$ cat src/rtl/debounce_botoes_if.sv
// rtl/debounce_botoes_if.sv - button conditioning bundle: raw levels and enable in, debounced levels and press pulses out
//
// botoes_raw      raw, asynchronous, bouncing button levels
// on_off          enable; 0 suppresses pulse generation
// pulsos          registered one-cycle press pulses, one-hot or zero
// estavel         registered debounced level, 1 = pressed
// pulso_qualquer  registered OR of pulsos
interface debounce_botoes_if #(
    parameter int N_BOTOES = 4
);
    logic [N_BOTOES-1:0] botoes_raw;
    logic                on_off;
    logic [N_BOTOES-1:0] pulsos;
    logic [N_BOTOES-1:0] estavel;
    logic                pulso_qualquer;

    modport master (
        output botoes_raw,
        output on_off,
        input  pulsos,
        input  estavel,
        input  pulso_qualquer
    );

    modport slave (
        input  botoes_raw,
        input  on_off,
        output pulsos,
        output estavel,
        output pulso_qualquer
    );
endinterface

$ cat src/rtl/debounce_botoes.sv
// rtl/debounce_botoes.sv - 2-FF sync, per-button debounce FSM and one-hot press pulse for the password stage
//
// clk    system clock
// reset  asynchronous, active-high reset
// bus    debounce_botoes_if.slave: botoes_raw/on_off in, pulsos/estavel/pulso_qualquer out
module debounce_botoes #(
    parameter int N_BOTOES        = 4,
    parameter int DEBOUNCE_CYCLES = 1000000,
    parameter bit ACTIVE_LOW      = 1'b1
) (
    input  logic              clk,
    input  logic              reset,
    debounce_botoes_if.slave  bus
);
    localparam int                  CNT_W     = $clog2(DEBOUNCE_CYCLES);
    localparam logic [CNT_W-1:0]    CNT_MAX   = CNT_W'(DEBOUNCE_CYCLES - 1);
    localparam logic [CNT_W-1:0]    CNT_ONE   = CNT_W'(1);
    // Raw level of a released button; the sync chain resets to it so no
    // spurious press is seen coming out of reset.
    localparam logic [N_BOTOES-1:0] RAW_SOLTO = {N_BOTOES{ACTIVE_LOW}};

    typedef enum logic [1:0] {
        SOLTO,
        CONF_PRESS,
        PRESSIONADO,
        CONF_SOLTO
    } estado_t;

    logic [N_BOTOES-1:0] sync1_q;
    logic [N_BOTOES-1:0] sync2_q;
    logic [N_BOTOES-1:0] p;

    estado_t             estado_q  [N_BOTOES];
    estado_t             estado_d  [N_BOTOES];
    logic [CNT_W-1:0]    cnt_q     [N_BOTOES];
    logic [CNT_W-1:0]    cnt_d     [N_BOTOES];

    logic [N_BOTOES-1:0] req;
    logic [N_BOTOES-1:0] grant;
    logic [N_BOTOES-1:0] estavel_d;

    logic [N_BOTOES-1:0] pulsos_q;
    logic [N_BOTOES-1:0] estavel_q;
    logic                pulso_qualquer_q;

    // 1 = pressed, independent of board polarity
    assign p = sync2_q ^ RAW_SOLTO;

    always_comb begin
        req       = '0;
        estavel_d = '0;
        for (int i = 0; i < N_BOTOES; i++) begin
            estado_d[i] = estado_q[i];
            cnt_d[i]    = cnt_q[i];
            case (estado_q[i])
                SOLTO: begin
                    if (p[i]) begin
                        estado_d[i] = CONF_PRESS;
                        cnt_d[i]    = CNT_ONE;
                    end else begin
                        cnt_d[i]    = '0;
                    end
                end
                CONF_PRESS: begin
                    if (!p[i]) begin
                        // a bounce restarts the confirmation from scratch
                        estado_d[i] = SOLTO;
                        cnt_d[i]    = '0;
                    end else if (cnt_q[i] == CNT_MAX) begin
                        estado_d[i] = PRESSIONADO;
                        cnt_d[i]    = '0;
                        req[i]      = 1'b1;
                    end else begin
                        cnt_d[i]    = cnt_q[i] + CNT_ONE;
                    end
                end
                PRESSIONADO: begin
                    if (!p[i]) begin
                        estado_d[i] = CONF_SOLTO;
                        cnt_d[i]    = CNT_ONE;
                    end else begin
                        cnt_d[i]    = '0;
                    end
                end
                CONF_SOLTO: begin
                    if (p[i]) begin
                        estado_d[i] = PRESSIONADO;
                        cnt_d[i]    = '0;
                    end else if (cnt_q[i] == CNT_MAX) begin
                        estado_d[i] = SOLTO;
                        cnt_d[i]    = '0;
                    end else begin
                        cnt_d[i]    = cnt_q[i] + CNT_ONE;
                    end
                end
                default: begin
                    estado_d[i] = SOLTO;
                    cnt_d[i]    = '0;
                end
            endcase
            estavel_d[i] = (estado_d[i] == PRESSIONADO) || (estado_d[i] == CONF_SOLTO);
        end
    end

    // Isolate the lowest set request; losers are dropped, never queued.
    assign grant = req & (~req + N_BOTOES'(1));

    always_ff @(posedge clk or posedge reset) begin
        if (reset) begin
            sync1_q          <= RAW_SOLTO;
            sync2_q          <= RAW_SOLTO;
            pulsos_q         <= '0;
            estavel_q        <= '0;
            pulso_qualquer_q <= 1'b0;
            for (int i = 0; i < N_BOTOES; i++) begin
                estado_q[i] <= SOLTO;
                cnt_q[i]    <= '0;
            end
        end else begin
            sync1_q          <= bus.botoes_raw;
            sync2_q          <= sync1_q;
            pulsos_q         <= bus.on_off ? grant : '0;
            estavel_q        <= estavel_d;
            pulso_qualquer_q <= bus.on_off & (|req);
            for (int i = 0; i < N_BOTOES; i++) begin
                estado_q[i] <= estado_d[i];
                cnt_q[i]    <= cnt_d[i];
            end
        end
    end

    assign bus.pulsos         = pulsos_q;
    assign bus.estavel        = estavel_q;
    assign bus.pulso_qualquer = pulso_qualquer_q;
endmodule

$ cat src/flat_wrapper.sv
// flat-port wrapper written by rule: the top's interface ports become plain ports
module debounce_botoes_flat 
#(
    parameter int N_BOTOES        = 4,
    parameter int DEBOUNCE_CYCLES = 1000000,
    parameter bit ACTIVE_LOW      = 1'b1
)
  (clk, reset, bus_botoes_raw, bus_on_off, bus_pulsos, bus_estavel, bus_pulso_qualquer);
  debounce_botoes_if #(.N_BOTOES(N_BOTOES)) bus_i ();
  input  logic clk;
  input  logic reset;
  input wire logic [$bits(bus_i.botoes_raw)-1:0] bus_botoes_raw;
  input wire logic [$bits(bus_i.on_off)-1:0] bus_on_off;
  output wire logic [$bits(bus_i.pulsos)-1:0] bus_pulsos;
  output wire logic [$bits(bus_i.estavel)-1:0] bus_estavel;
  output wire logic [$bits(bus_i.pulso_qualquer)-1:0] bus_pulso_qualquer;
  assign bus_i.botoes_raw = bus_botoes_raw;
  assign bus_i.on_off = bus_on_off;
  assign bus_pulsos = bus_i.pulsos;
  assign bus_estavel = bus_i.estavel;
  assign bus_pulso_qualquer = bus_i.pulso_qualquer;
  debounce_botoes #(.N_BOTOES(N_BOTOES), .DEBOUNCE_CYCLES(DEBOUNCE_CYCLES), .ACTIVE_LOW(ACTIVE_LOW)) u_core (.clk(clk), .reset(reset), .bus(bus_i));
endmodule
$ cat config.mk
export PLATFORM = sky130hd
export DESIGN_NAME = debounce_botoes_flat
export DESIGN_NICKNAME = d
export VERILOG_FILES = /design/src/rtl/debounce_botoes_if.sv /design/src/rtl/debounce_botoes.sv /design/src/flat_wrapper.sv
export SDC_FILE = /design/constraint.sdc
export NUM_CORES = 1
export LEC_CHECK = 0
export CORE_ASPECT_RATIO = 0.7
export CORE_MARGIN = 5
export CORE_UTILIZATION = 50
export CTS_BUF_LIST = sky130_fd_sc_hd__clkbuf_2 sky130_fd_sc_hd__clkbuf_4 sky130_fd_sc_hd__clkbuf_8
export DETAILED_ROUTE_END_ITERATION = 10
export GPL_ROUTABILITY_DRIVEN = 0
export GPL_TIMING_DRIVEN = 0
export HOLD_SLACK_MARGIN = 0.15
export PLACE_DENSITY_LB_ADDON = 0.08
export SETUP_SLACK_MARGIN = 0.02
export SLEW_MARGIN = 20
export SYNTH_ARGS = -nofsm -noshare
export SYNTH_HDL_FRONTEND = slang
export SYNTH_SLANG_ARGS = --single-unit
$ cat constraint.sdc
create_clock -name clk -period 3.7 [get_ports clk]
set_input_delay 0.37 -clock clk [delete_from_list [all_inputs] [get_ports clk]]
set_output_delay 0.37 -clock clk [all_outputs]
set_load 0.01 [all_outputs]
==> results.sh <==
export IMPL_syn_inst=497
export IMPL_ys_flop_type="dfrtp_1"
export IMPL_cts_hold_buf=0
export IMPL_timing_rr_start="u_core.cnt_q[0]"
export IMPL_register_area_sq_um=2640
export IMPL_grt_pass1_wl_mm=16.4
export IMPL_hpwlAfterDp_mm=6.50
export IMPL_seq_power_share_pct=60.1
export IMPL_slew_violations=0
export IMPL_crit_buf_inv=1
export IMPL_syn2layout_area_growth_pct=11.0
export IMPL_cp_max_fo=10
export IMPL_cp_end_kind="flip-flop"
export IMPL_hold_path_class="flip-flop to flip-flop"
export IMPL_viasPerCell=5.59
export IMPL_timing_final_crit_share_pct=63.8
export IMPL_clk_pin_slew_worst_paths_ns=0.10
export IMPL_startpoint_type="flip-flop"
export IMPL_drv_cap=0
export IMPL_post_cts_resize_count=0
export IMPL_p_comb_share_pct=3.8
export IMPL_ys_types=43
export IMPL_power_switching_w=0.000447
export IMPL_worst_pin_slew_ns=0.726
export IMPL_ir_worst_vdd_mv=0.195
export IMPL_avgSynthCellArea_sq_um=9.99
export IMPL_cp_slowest_cell="o21ai_1"
export IMPL_grt_pass1_vias=3495
export IMPL_min_period_ns=2.36
export IMPL_drc_errors=0
export IMPL_dr_first_iter_drc_count=194
export IMPL_finalPower_w=0.00195
export IMPL_row_count=30
export IMPL_min_from="u_core.sync1_q[0]"
export IMPL_avgRoutedWirePerCell_um=14.3
export IMPL_multi_input_area_sq_um=2200
export IMPL_synth_most_common_cell="dfrtp_1"
export IMPL_finish_utilization_pct=56.9
export IMPL_hold_viol=0
export IMPL_cts_setup_buffers=0
export IMPL_cp_startpoint="u_core.cnt_q[0]"
export IMPL_cp_required_ns=3.94
export IMPL_drive_gt1_share_pct=7.56
export IMPL_io_buffer_count=15
export IMPL_yosysTopAreaCell="dfrtp_1"
export IMPL_cts_inserted_buffers=9
export IMPL_max_freq_mhz=424
export IMPL_synthesis_area_sq_um=4960
export IMPL_nNetsFinal=535
export IMPL_ys_seq_elements=105
export IMPL_cts_root_buf="clkbuf_8"
export IMPL_synth_edff_count=0
export IMPL_cts_tree="built"
export IMPL_grt_usage_pct=17.1
export IMPL_antenna_found_initial=0
export IMPL_cp_top_family="compound AO/OA/AOI/OAI gates"
export IMPL_dieArea_sq_um=12100
export IMPL_fp_dieW_um=129
export IMPL_cpPeakStageDelay_ns=0.60
export IMPL_swShare_pct=22.9
export IMPL_synth_seq_area_share_pct=53.1
export IMPL_clockBufferDepth=2
export IMPL_synthesis_nets=508
export IMPL_relSlewSlack_pct=51.3
export IMPL_core_area_sq_um=9680
export IMPL_synth_top_area_share_pct=48.9
export IMPL_p_leak_nw=2.13
export IMPL_grt_max_degree=56
export IMPL_clock_insertion_delay_worst_skew_ns=0.37
export IMPL_p_int_w=0.00151
export IMPL_async_flop_share_pct=100
export IMPL_grt_overflow=0
export IMPL_ys_warn_count=0
export IMPL_fillers=864
export IMPL_setup_viol_count_final=0
export IMPL_wirelength_mm=9.42
export IMPL_num_vias=3673
export IMPL_worstPathArrival_ns=2.60
export IMPL_status="finished clean"
export IMPL_setup_worst_path_class="flip-flop to flip-flop"
export IMPL_final_antenna_net_count=0
export IMPL_io_pins=16
export IMPL_synth_common_cells="dfrtp_1 (97), nor2_1 (71), xnor2_1 (31)"
export IMPL_first_pass_iters=4
export IMPL_start_util_pct=51.3
export IMPL_p_per_area_nw_per_um2=355
export IMPL_rsz0062_at_grt="false"
export IMPL_htreeDepth=3
export IMPL_crit_chain="ha_1, and4_1, nand4_1, o21ai_1, clkbuf_1, nor2_1"
export IMPL_cts_num_sinks=105
export IMPL_synthTopCellsByArea="dfrtp_1 (49%), xnor2_1 (5.5%), nor2_1 (5.4%)"
export IMPL_clkPwrFrac_pct=36.1
export IMPL_insertedDiodeCount=0
export IMPL_finalClockSkew_ns=0.0147
export IMPL_dieHeight_um=93.4
power groups by stage:
stage	Clock (W)	Combinational, W	Sequential (W)
floorplan	0	0.0000486	0.00119
global placement	0	0.0000707	0.00120
detailed placement	0	0.0000764	0.00120
CTS	0.000736	0.0000770	0.00117
global route	0.000776	0.0000860	0.00118
finish	0.000706	0.0000733	0.00117
per-layer routing:
layer	share of wire (%)	wire, um	vias to the layer above	global-route usage (%)
li1	-	-	1806	-
met1	51	4760	1784	24.7
met2	44	4130	73	24.9
met3	4.6	435	10	5.02
met4	0.97	91	0	5.42
met5	0	0	-	0
cell usage in the layout, fill, tap and decap left out, types with 4 or more instances in the layout:
| cell | n |
|---|---|
| clkbuf_8 | 13 |
| nand2_1 | 27 |
| nor4_1 | 14 |
| clkbuf_1 | 4 |
| inv_1 | 23 |
| nand3_1 | 27 |
| nand4_1 | 24 |
| nor2_1 | 71 |
| nor3_1 | 16 |
| ha_1 | 4 |
| buf_2 | 4 |
| or3_1 | 22 |
| dfstp_2 | 8 |
| dfrtp_1 | 97 |
| clkdlybuf4s50_1 | 15 |
| o21ai_0 | 16 |
| and4_1 | 5 |
| xnor2_1 | 31 |
| mux2i_1 | 8 |
| a21oi_1 | 23 |
| xor2_1 | 25 |
| or4_1 | 5 |
flip-flops by register name, indices dropped and copies added (netlist names):
| signal | cells |
|---|---|
| u_core.cnt_q | 80 |
| u_core.sync1_q | 4 |
| u_core.bus.pulsos | 4 |
| u_core.bus.estavel | 4 |
| u_core.estado_q | 8 |
| u_core.bus.pulso_qualquer | 1 |
| u_core.sync2_q | 4 |
path summary, 6_finish.rpt:
kind | end | slack (ns) | cells after the start
max | u_core.cnt_q[13] | 1.34 | 6
min | u_core.sync2_q[0] | 0.36 | 0
max reg2reg | u_core.cnt_q[13] | 1.34 | 6
min reg2reg | u_core.sync2_q[0] | 0.36 | 0
max in group asynchronous | u_core.sync2_q[2] | 2.63 | 3
min in group asynchronous | u_core.cnt_q[0] | 0.40 | 2
area by class of cell:
type	count	share of cell area, %
Multi-Input combinational cell	360	40.0
Timing Repair Buffer	16	3.23
Sequential cell	105	47.9
Clock inverter	3	0.409
Tap cell	128	2.91
Buffer	8	0.636
Clock buffer	13	3.25
Inverter	24	1.73
through the flow:
step / setup TNS, ns / hold WS, ns / cell area, sq um / setup WS (ns) / instances
final: 0 / 0.363 / 5510 / 1.34 / 657
after global routing: 0 / 0.368 / 5510 / 1.10 / 657
after CTS: 0 / 0.366 / 5510 / 1.28 / 657
after detailed placement: 0 / 0.349 / 5310 / 1.33 / 641
after global placement: -100.36 / 0.346 / 5270 / -1.04 / 640
after floorplan: 0 / 0.345 / 4960 / 0.583 / 497
logic make-up (layout without fill, tap and decap cells):
logic type                 Yosys count  count (layout)  share of synthesized area (%)
adders and majority gates            4               4                           1.01
xor gates and xnor gates            56              56                           9.88
buffers and inverters               32              64                           2.52
muxes                                8               8                           1.61
AOI/OAI and AO/OA                   55              55                           6.30
and+or+nand+nor                    237             237                           25.5
DFF                                105             105                           53.1
Note: power is estimated with default switching activity, not from simulation.
